`config.mk`:
```
export PLATFORM = sky130hd
export DESIGN_NAME = snake_dir_ctrl
export DESIGN_NICKNAME = d
export VERILOG_FILES = /design/src/rtl/snake_dir_ctrl.sv
export SDC_FILE = /design/constraint.sdc
export NUM_CORES = 1
export LEC_CHECK = 0
export CORE_MARGIN = 2
export CORE_UTILIZATION = 29
export DETAILED_ROUTE_END_ITERATION = 10
export HOLD_SLACK_MARGIN = 0.08
export PLACE_DENSITY_LB_ADDON = 0.08
export RECOVER_POWER = 100
export SKIP_CTS_REPAIR_TIMING = 1
export SKIP_LAST_GASP = 1
export SLEW_MARGIN = 10
export SYNTH_ARGS = -nofsm -noshare
export SYNTH_HDL_FRONTEND = slang
export SYNTH_SLANG_ARGS = --single-unit
```
`constraint.sdc`:
```
create_clock -name clk -period 2.5 [get_ports clk]
set_input_delay 0.25 -clock clk [delete_from_list [all_inputs] [get_ports clk]]
set_output_delay 0.25 -clock clk [all_outputs]
set_load 0.02 [all_outputs]
```
`src/rtl/snake_dir_ctrl.sv`:
```
// Synchronizes PS/2 key-release events into clk and turns them into direction, pause and restart, with a 2-deep turn queue.
// Latency detect->outputs SYNC_STAGES+2 cycles; no backpressure: turns arriving with a full queue are dropped.
module snake_dir_ctrl #(
  parameter int         SYNC_STAGES = 2,
  parameter logic [1:0] INIT_DIR    = 2'b11
) (
  input  logic       clk,
  input  logic       resetn,
  input  logic [7:0] keycode,
  input  logic       detect,
  input  logic       tick,
  output logic [1:0] dir,
  output logic       paused,
  output logic       restart,
  output logic       key_valid,
  output logic [1:0] q_count
);

  localparam logic [7:0] KC_W     = 8'h1D;
  localparam logic [7:0] KC_A     = 8'h1C;
  localparam logic [7:0] KC_S     = 8'h1B;
  localparam logic [7:0] KC_D     = 8'h23;
  localparam logic [7:0] KC_SPACE = 8'h29;
  localparam logic [7:0] KC_R     = 8'h2D;

  localparam logic [1:0] DIR_UP    = 2'b00;
  localparam logic [1:0] DIR_LEFT  = 2'b01;
  localparam logic [1:0] DIR_DOWN  = 2'b10;
  localparam logic [1:0] DIR_RIGHT = 2'b11;

  logic [SYNC_STAGES-1:0] sync_q;
  logic                   det_s;
  logic                   det_prev;
  logic                   ev;
  logic                   ev_r;
  logic [7:0]             kc_r;

  logic [1:0] q0, q1;
  logic [1:0] q0_n, q1_n, cnt_n, dir_n;
  logic       paused_n, restart_n, key_valid_n;

  logic       is_dir_key;
  logic [1:0] req;
  logic [1:0] ref_dir;
  logic       push, pop;

  assign det_s = sync_q[SYNC_STAGES-1];
  assign ev    = det_s & ~det_prev;

  always_ff @(posedge clk or negedge resetn) begin
    if (!resetn) begin
      sync_q   <= '0;
      det_prev <= 1'b0;
      ev_r     <= 1'b0;
      kc_r     <= 8'h00;
    end else begin
      sync_q   <= {sync_q[SYNC_STAGES-2:0], detect};
      det_prev <= det_s;
      ev_r     <= ev;
      if (ev) kc_r <= keycode;
    end
  end

  always_comb begin
    is_dir_key = 1'b1;
    req        = DIR_UP;
    case (kc_r)
      KC_W:    req = DIR_UP;
      KC_A:    req = DIR_LEFT;
      KC_S:    req = DIR_DOWN;
      KC_D:    req = DIR_RIGHT;
      default: is_dir_key = 1'b0;
    endcase
  end

  // New turns are checked against the newest queued entry, not the live direction.
  always_comb begin
    ref_dir = dir;
    if (q_count == 2'd2)      ref_dir = q1;
    else if (q_count == 2'd1) ref_dir = q0;
  end

  assign push = ev_r & is_dir_key & (req != ref_dir) &
                (req != (ref_dir ^ 2'b10)) & (q_count != 2'd2);
  assign pop  = tick & ~paused & (q_count != 2'd0);

  always_comb begin
    dir_n       = dir;
    paused_n    = paused;
    q0_n        = q0;
    q1_n        = q1;
    cnt_n       = q_count;
    key_valid_n = ev_r;
    restart_n   = ev_r & (kc_r == KC_R);

    if (restart_n) begin
      dir_n    = INIT_DIR;
      paused_n = 1'b0;
      cnt_n    = 2'd0;
    end else begin
      if (ev_r && kc_r == KC_SPACE) paused_n = ~paused;
      if (pop) dir_n = q0;
      // push and pop together is only possible with exactly one entry queued
      if (push && pop) begin
        q0_n = req;
      end else if (push) begin
        if (q_count == 2'd0) q0_n = req;
        else                 q1_n = req;
        cnt_n = q_count + 2'd1;
      end else if (pop) begin
        q0_n  = q1;
        cnt_n = q_count - 2'd1;
      end
    end
  end

  always_ff @(posedge clk or negedge resetn) begin
    if (!resetn) begin
      dir       <= INIT_DIR;
      paused    <= 1'b0;
      restart   <= 1'b0;
      key_valid <= 1'b0;
      q_count   <= 2'd0;
      q0        <= 2'b00;
      q1        <= 2'b00;
    end else begin
      dir       <= dir_n;
      paused    <= paused_n;
      restart   <= restart_n;
      key_valid <= key_valid_n;
      q_count   <= cnt_n;
      q0        <= q0_n;
      q1        <= q1_n;
    end
  end

endmodule
```
# [Word-level counts from Yosys, hierarchy flattened]
# Cells that the tools add are included.
[classes] addsub=2 eq_ne=13 muxes=16 bitwise_logic=14 n_reduce_logical=12
[ops] op="== test 8 x 5 -> 1 bit (second input constant)" n=3
[ops] op="== test 8 x 6 -> 1 bit (second input constant)" n=3
[ops] op="two-way mux 2 bit" n=12
[ops] op="bitwise AND 1 bit" n=8
[ops] op="NOT 1 bit" n=6
[ops] op="case mux 2 bit (3 select lines)" n=1
[ops] op="nonzero test 2 bit" n=3
[ops] op="nonzero test 3 bit" n=2
[ops] op="inequality test 2 bit" n=2
[ops] op="inequality test 2 bit (second input constant)" n=2
[ops] op="AND reduction 4 bit" n=1
[ops] op="OR reduction 4 bit" n=1
[ops] op="two-way mux 1 bit" n=3
[ops] op="inequality test 3 x 1 -> 1 bit (second input constant)" n=1
[ops] op="AND reduction 3 bit" n=1
[ops] op="adder 2 x 1 -> 2 bit (second input constant)" n=1
[ops] op="== test 2 x 1 -> 1 bit (second input constant)" n=1
[ops] op="== test 2 bit (second input constant)" n=1
[ops] op="logical AND 1 bit" n=2
[ops] op="logical NOT 2 bit" n=1
[ops] op="AND reduction 2 bit" n=1
[ops] op="subtractor 2 x 1 -> 2 bit (second input constant)" n=1
[totals] reg_bits=23 in_bits=12 out_inout_bits=7 word_cells=68

# [Depth between registers and ports, before layout]
[logic_depth] word_depth=10 depth_mapped=9 ltp_nobuf=8

# [Worst setup path before layout]
# No wires, ideal clock.
[synth_path] path_kind="register -> register" start="register q_count[1]" end="register q1[0]" setup_ns=0.125 arrival_time_ns=2.218 t_required_ns=2.375 setup_slack_ns=0.156 stages_incl_launch_ff=9 n_path_buf=0 synth_period_minus_slack_ns=2.344 cell_sequence="dfrtp_1 -> inv_1 -> ha_1 -> mux2_4 -> mux2i_4 -> and3_1 -> o211ai_2 -> or3_4 -> mux2_4"
[synth_between] elab_chain_cells=10 word_cells_on_any_way=18 cone_classes="5 x eq/ne; 2 x mux; 7 x bitwise; 4 x reduce/logical"
[synth_lines] element="start, declared" line_no="16" rtl="output logic [1:0] q_count"
[synth_lines] element="start signal, assigned" line_no="131" rtl="q_count <= cnt_n;"
[synth_lines] element="== test 2 x 1 -> 1 bit" line_no="80" rtl="else if (q_count == 2'd1) ref_dir = q0;"
[synth_lines] element="two-way mux 2 bit" line_no="80"
[synth_lines] element="two-way mux 2 bit" line_no="79" rtl="if (q_count == 2'd2) ref_dir = q1;"
[synth_lines] element="inequality test 2 bit / NOT 1 bit (equally long branches)"
[synth_lines] element="bitwise AND 1 bit / inequality test 2 bit (equally long branches)" line_no="83, 84"
[synth_lines] element="bitwise AND 1 bit" line_no="83" rtl="assign push = ev_r & is_dir_key & (req != ref_dir) &"
[synth_lines] element="bitwise AND 1 bit" line_no="84" rtl="(req != (ref_dir ^ 2'b10)) & (q_count != 2'd2);"
[synth_lines] element="logical AND 1 bit" line_no="104" rtl="if (push && pop) begin"
[synth_lines] element="NOT 1 bit (no source line)"
[synth_lines] element="AND reduction 4 bit (no source line) (*)"
[synth_lines] element="end signal, assigned" line_no="133" rtl="q1 <= q1_n;"
[synth_lines] element="end, declared" line_no="38" rtl="logic [1:0] q0, q1;"
# Mark *: on every way between the ends. The rest lies on a longest branch, timed or not.
# A chain may end at the register's enable or synchronous reset.

# [Worst setup path in the final report]
[layout_path] start="register q_count[1]" end="register q1[1]"
# Same word-level chain as after synthesis.

==> metrics.csv <==
metric;value;unit
result of the run;finished, final reports clean;
CTS tree;built;
Max Slew Vio Count;0;
DP Wirelength;1770;um
Initial Utilization;29.8;%
net switching power;0.326;mW
layout cells sized above 1;20.3;%
Pint;0.690;mW
Overall Global Routing Usage;11.8;%
Seq/Total Area, Yosys;48.9;%
fin crit share;94.2;%
min Tclk post-route;2360;ps
Hold Crit Class;reg -> reg;
Max Cap Viol;0;
Top Usage Layer GRT;met2;
Syn Nets;116;
Routed WL;2320;um
footprint of the multi-input gates;578;um2
setup TNS;0;ps
GRT met1 Usage;15.5;%
Critical Path Start Type;register;
root buffer cell;clkbuf_8;
final instance area;1480;um2
WP data arrival;2510;ps
Clock power frac;22.9;%
Yosys warning count;0;
most area-hungry cell type in the Yosys netlist;dfrtp_1;
distinct cell type count after synthesis;39;
synthesized instance count;101;
Peak Freq;0.425;GHz
Routed WL per cell;13.4;um
first-pass GRT wire length;3900;um
GR Layer Usage met3;1.97;%
clk slew on worst S/H paths;80;ps
CTS H-tree depth;1;
sequential cell area;578;um2
Leakage;0.677;nW
top area cells in the synthesized netlist;dfrtp_1 (44%), mux2_2 (8.6%), dfstp_2 (4.4%);
area of the die;4600;um2
RSZ-0062 raised after global routing;no;
largest net degree at the start of global routing;16;
sequential share of power;45.0;%
Synth Register Bits;23;
layout net count;139;
ANT nets after route;0;
Max clock buf depth;2;
TritonCTS Buffers;3;
initial DRC count;17;
row cnt;23;
Post-Syn Area per Cell;11.7;um2
ys async rst share;100;%
Slew HR;48.4;%
Sw Ratio;32.1;%
number of flops mapped to enable cells by yosys;0;
combinational group share of total power;32.1;%
Worst Skew;2.31;ps
DRC Markers;0;
Chip Height;67.9;um
Worst-Skew Late Latency;270;ps
crit path capture type;register;
met2 Resource Use GR;17.6;%
peak supply drop;0.320;mV
CP Class;reg -> reg;
I/O pins;19;
antenna violations before repair;0;
placed cell areas;1430;um2
Worst Tran Pin Value;772;ps
Worst EP required;2660;ps
via count of the first global-routing pass;813;
First-pass DRT Iterations;4;
vias per cell;4.72;
Congestion Overflow GR;0;
PwrDens;689;nW/um2
TritonCTS Sinks;23;
fill count;395;
Synth Flop Type;dfrtp_1;
area grow syn2layout;24.8;%
top-area cell type share of the netlist area;44.4;%
mapped cell area;1180;um2
die width;67.9;um
routed vias;817;
core area;3970;um2
Setup Viol. Count Final;0;
crit-path max FO;6;
n_diodes;0;
GP Congestion;0.828;
Port Buffers;18;
Final Hold Fails;0;
[flip-flops by register name, indices dropped and copies added, names as in the netlist, 2 cells and up]
signal,count
dir,2
kc_r,8
q0,2
q1,2
q_count,2
sync_q,2
[critical path, cell delays in order (launching register included)]
cell      delay, ps
dfrtp_1         420
inv_1           110
ha_1            170
mux2_4          310
mux2i_4         210
and3_1          260
o211ai_2        100
or3_4           360
mux2_4          300
[kinds of logic (layout without fill, tap and decap cells)]
kind of cell	count (synthesis)	after routing	synth area share, %
adder cells (fa/ha/maj)	4	4	4.02
XOR/XNOR	2	2	1.48
flip-flops	23	23	48.9
multiplexers	16	16	16.9
AO/OA/AOI/OAI	18	18	11.0
AND/OR/NAND/NOR	31	31	15.4
buffers and inverters	7	29	2.22
[Yosys cell counts, types with 3 or more instances]
cell,count
dfrtp_1,21
a21oi_1,4
mux2_4,3
mux2_2,9
nor3b_1,3
ha_1,3
and3b_1,3
nor2_1,4
nand2_1,7
inv_1,5
[path summary, 6_finish.rpt]
kind | from | to | slack [ps] | cells past startpoint
worst min-delay path | sync_q[0]$_DFF_PN0_ | sync_q[1]$_DFF_PN0_ | 360 | 0
worst max-delay path | q_count[1]$_DFFE_PN0P_ | q1[1]$_DFFE_PN0P_ | 140 | 8
worst max register to register | q_count[1]$_DFFE_PN0P_ | q1[1]$_DFFE_PN0P_ | 140 | 8
min in group asynchronous | resetn | kc_r[5]$_DFFE_PN0P_ | 470 | 1
max in group asynchronous | resetn | kc_r[3]$_DFFE_PN0P_ | 1150 | 2
worst min register to register | sync_q[0]$_DFF_PN0_ | sync_q[1]$_DFF_PN0_ | 360 | 0
[power by group through the flow]
stage                     logic [mW]  clock network, mW  registers, mW
after global routing           0.356              0.264          0.469
final                          0.326              0.233          0.457
after global placement         0.336                  0          0.464
after CTS                      0.342              0.248          0.459
after floorplan                0.209                  0          0.480
after detailed placement       0.340                  0          0.467
[stage by stage]
| stage | utilization [%] | worst slack, ps | power (mW) | cells | hold WS (ps) |
|---|---|---|---|---|---|
| detailed placement | 36.1 | 158 | 0.807 | 169 | 338 |
| floorplan | - | 156 | 0.688 | 101 | -45.6 |
| global route | 37.1 | 18.4 | 1.09 | 173 | 369 |
| CTS | 37.2 | 130 | 1.05 | 173 | 358 |
| finish | 37.1 | 145 | 1.02 | 173 | 355 |
| global placement | 36.1 | 208 | 0.800 | 169 | 335 |
[routing by layer]
| layer | share of wire (%) | routed length (um) |
|---|---|---|
| met2 | 46 | 1060 |
| met5 | 0 | 0 |
| met1 | 49 | 1120 |
| met3 | 3.2 | 75 |
| met4 | 2.5 | 58 |
[layout by cell type (no fill, tap or decap), types with 2 or more instances in the layout]
master | synthesis | routed
nand2_1 | 7 | 7
and3b_1 | 3 | 3
mux2i_1 | 2 | 2
a21oi_1 | 4 | 4
mux2_2 | 9 | 9
inv_1 | 5 | 5
nor3b_1 | 3 | 3
o21ai_0 | 2 | 2
nor3_1 | 2 | 2
and3_1 | 2 | 2
dlygate4sd3_1 | 0 | 9
dfrtp_1 | 21 | 21
ha_1 | 3 | 3
clkbuf_8 | 0 | 3
nand4_1 | 2 | 2
mux2_4 | 3 | 3
dfstp_2 | 2 | 2
clkdlybuf4s50_1 | 0 | 9
nor2_1 | 4 | 4
xnor2_1 | 2 | 2
a21o_1 | 2 | 2
nor2b_1 | 2 | 2
[cell type report]
cell class | count | share of cell area, %
Timing Repair Buffer | 20 | 13.0
Inverter | 5 | 1.27
Clock inverter | 1 | 0.339
Tap cell | 50 | 4.24
Multi-Input combinational cell | 71 | 39.2
Sequential cell | 23 | 39.2
Clock buffer | 3 | 2.80
Power figures use the tool's default switching activity.
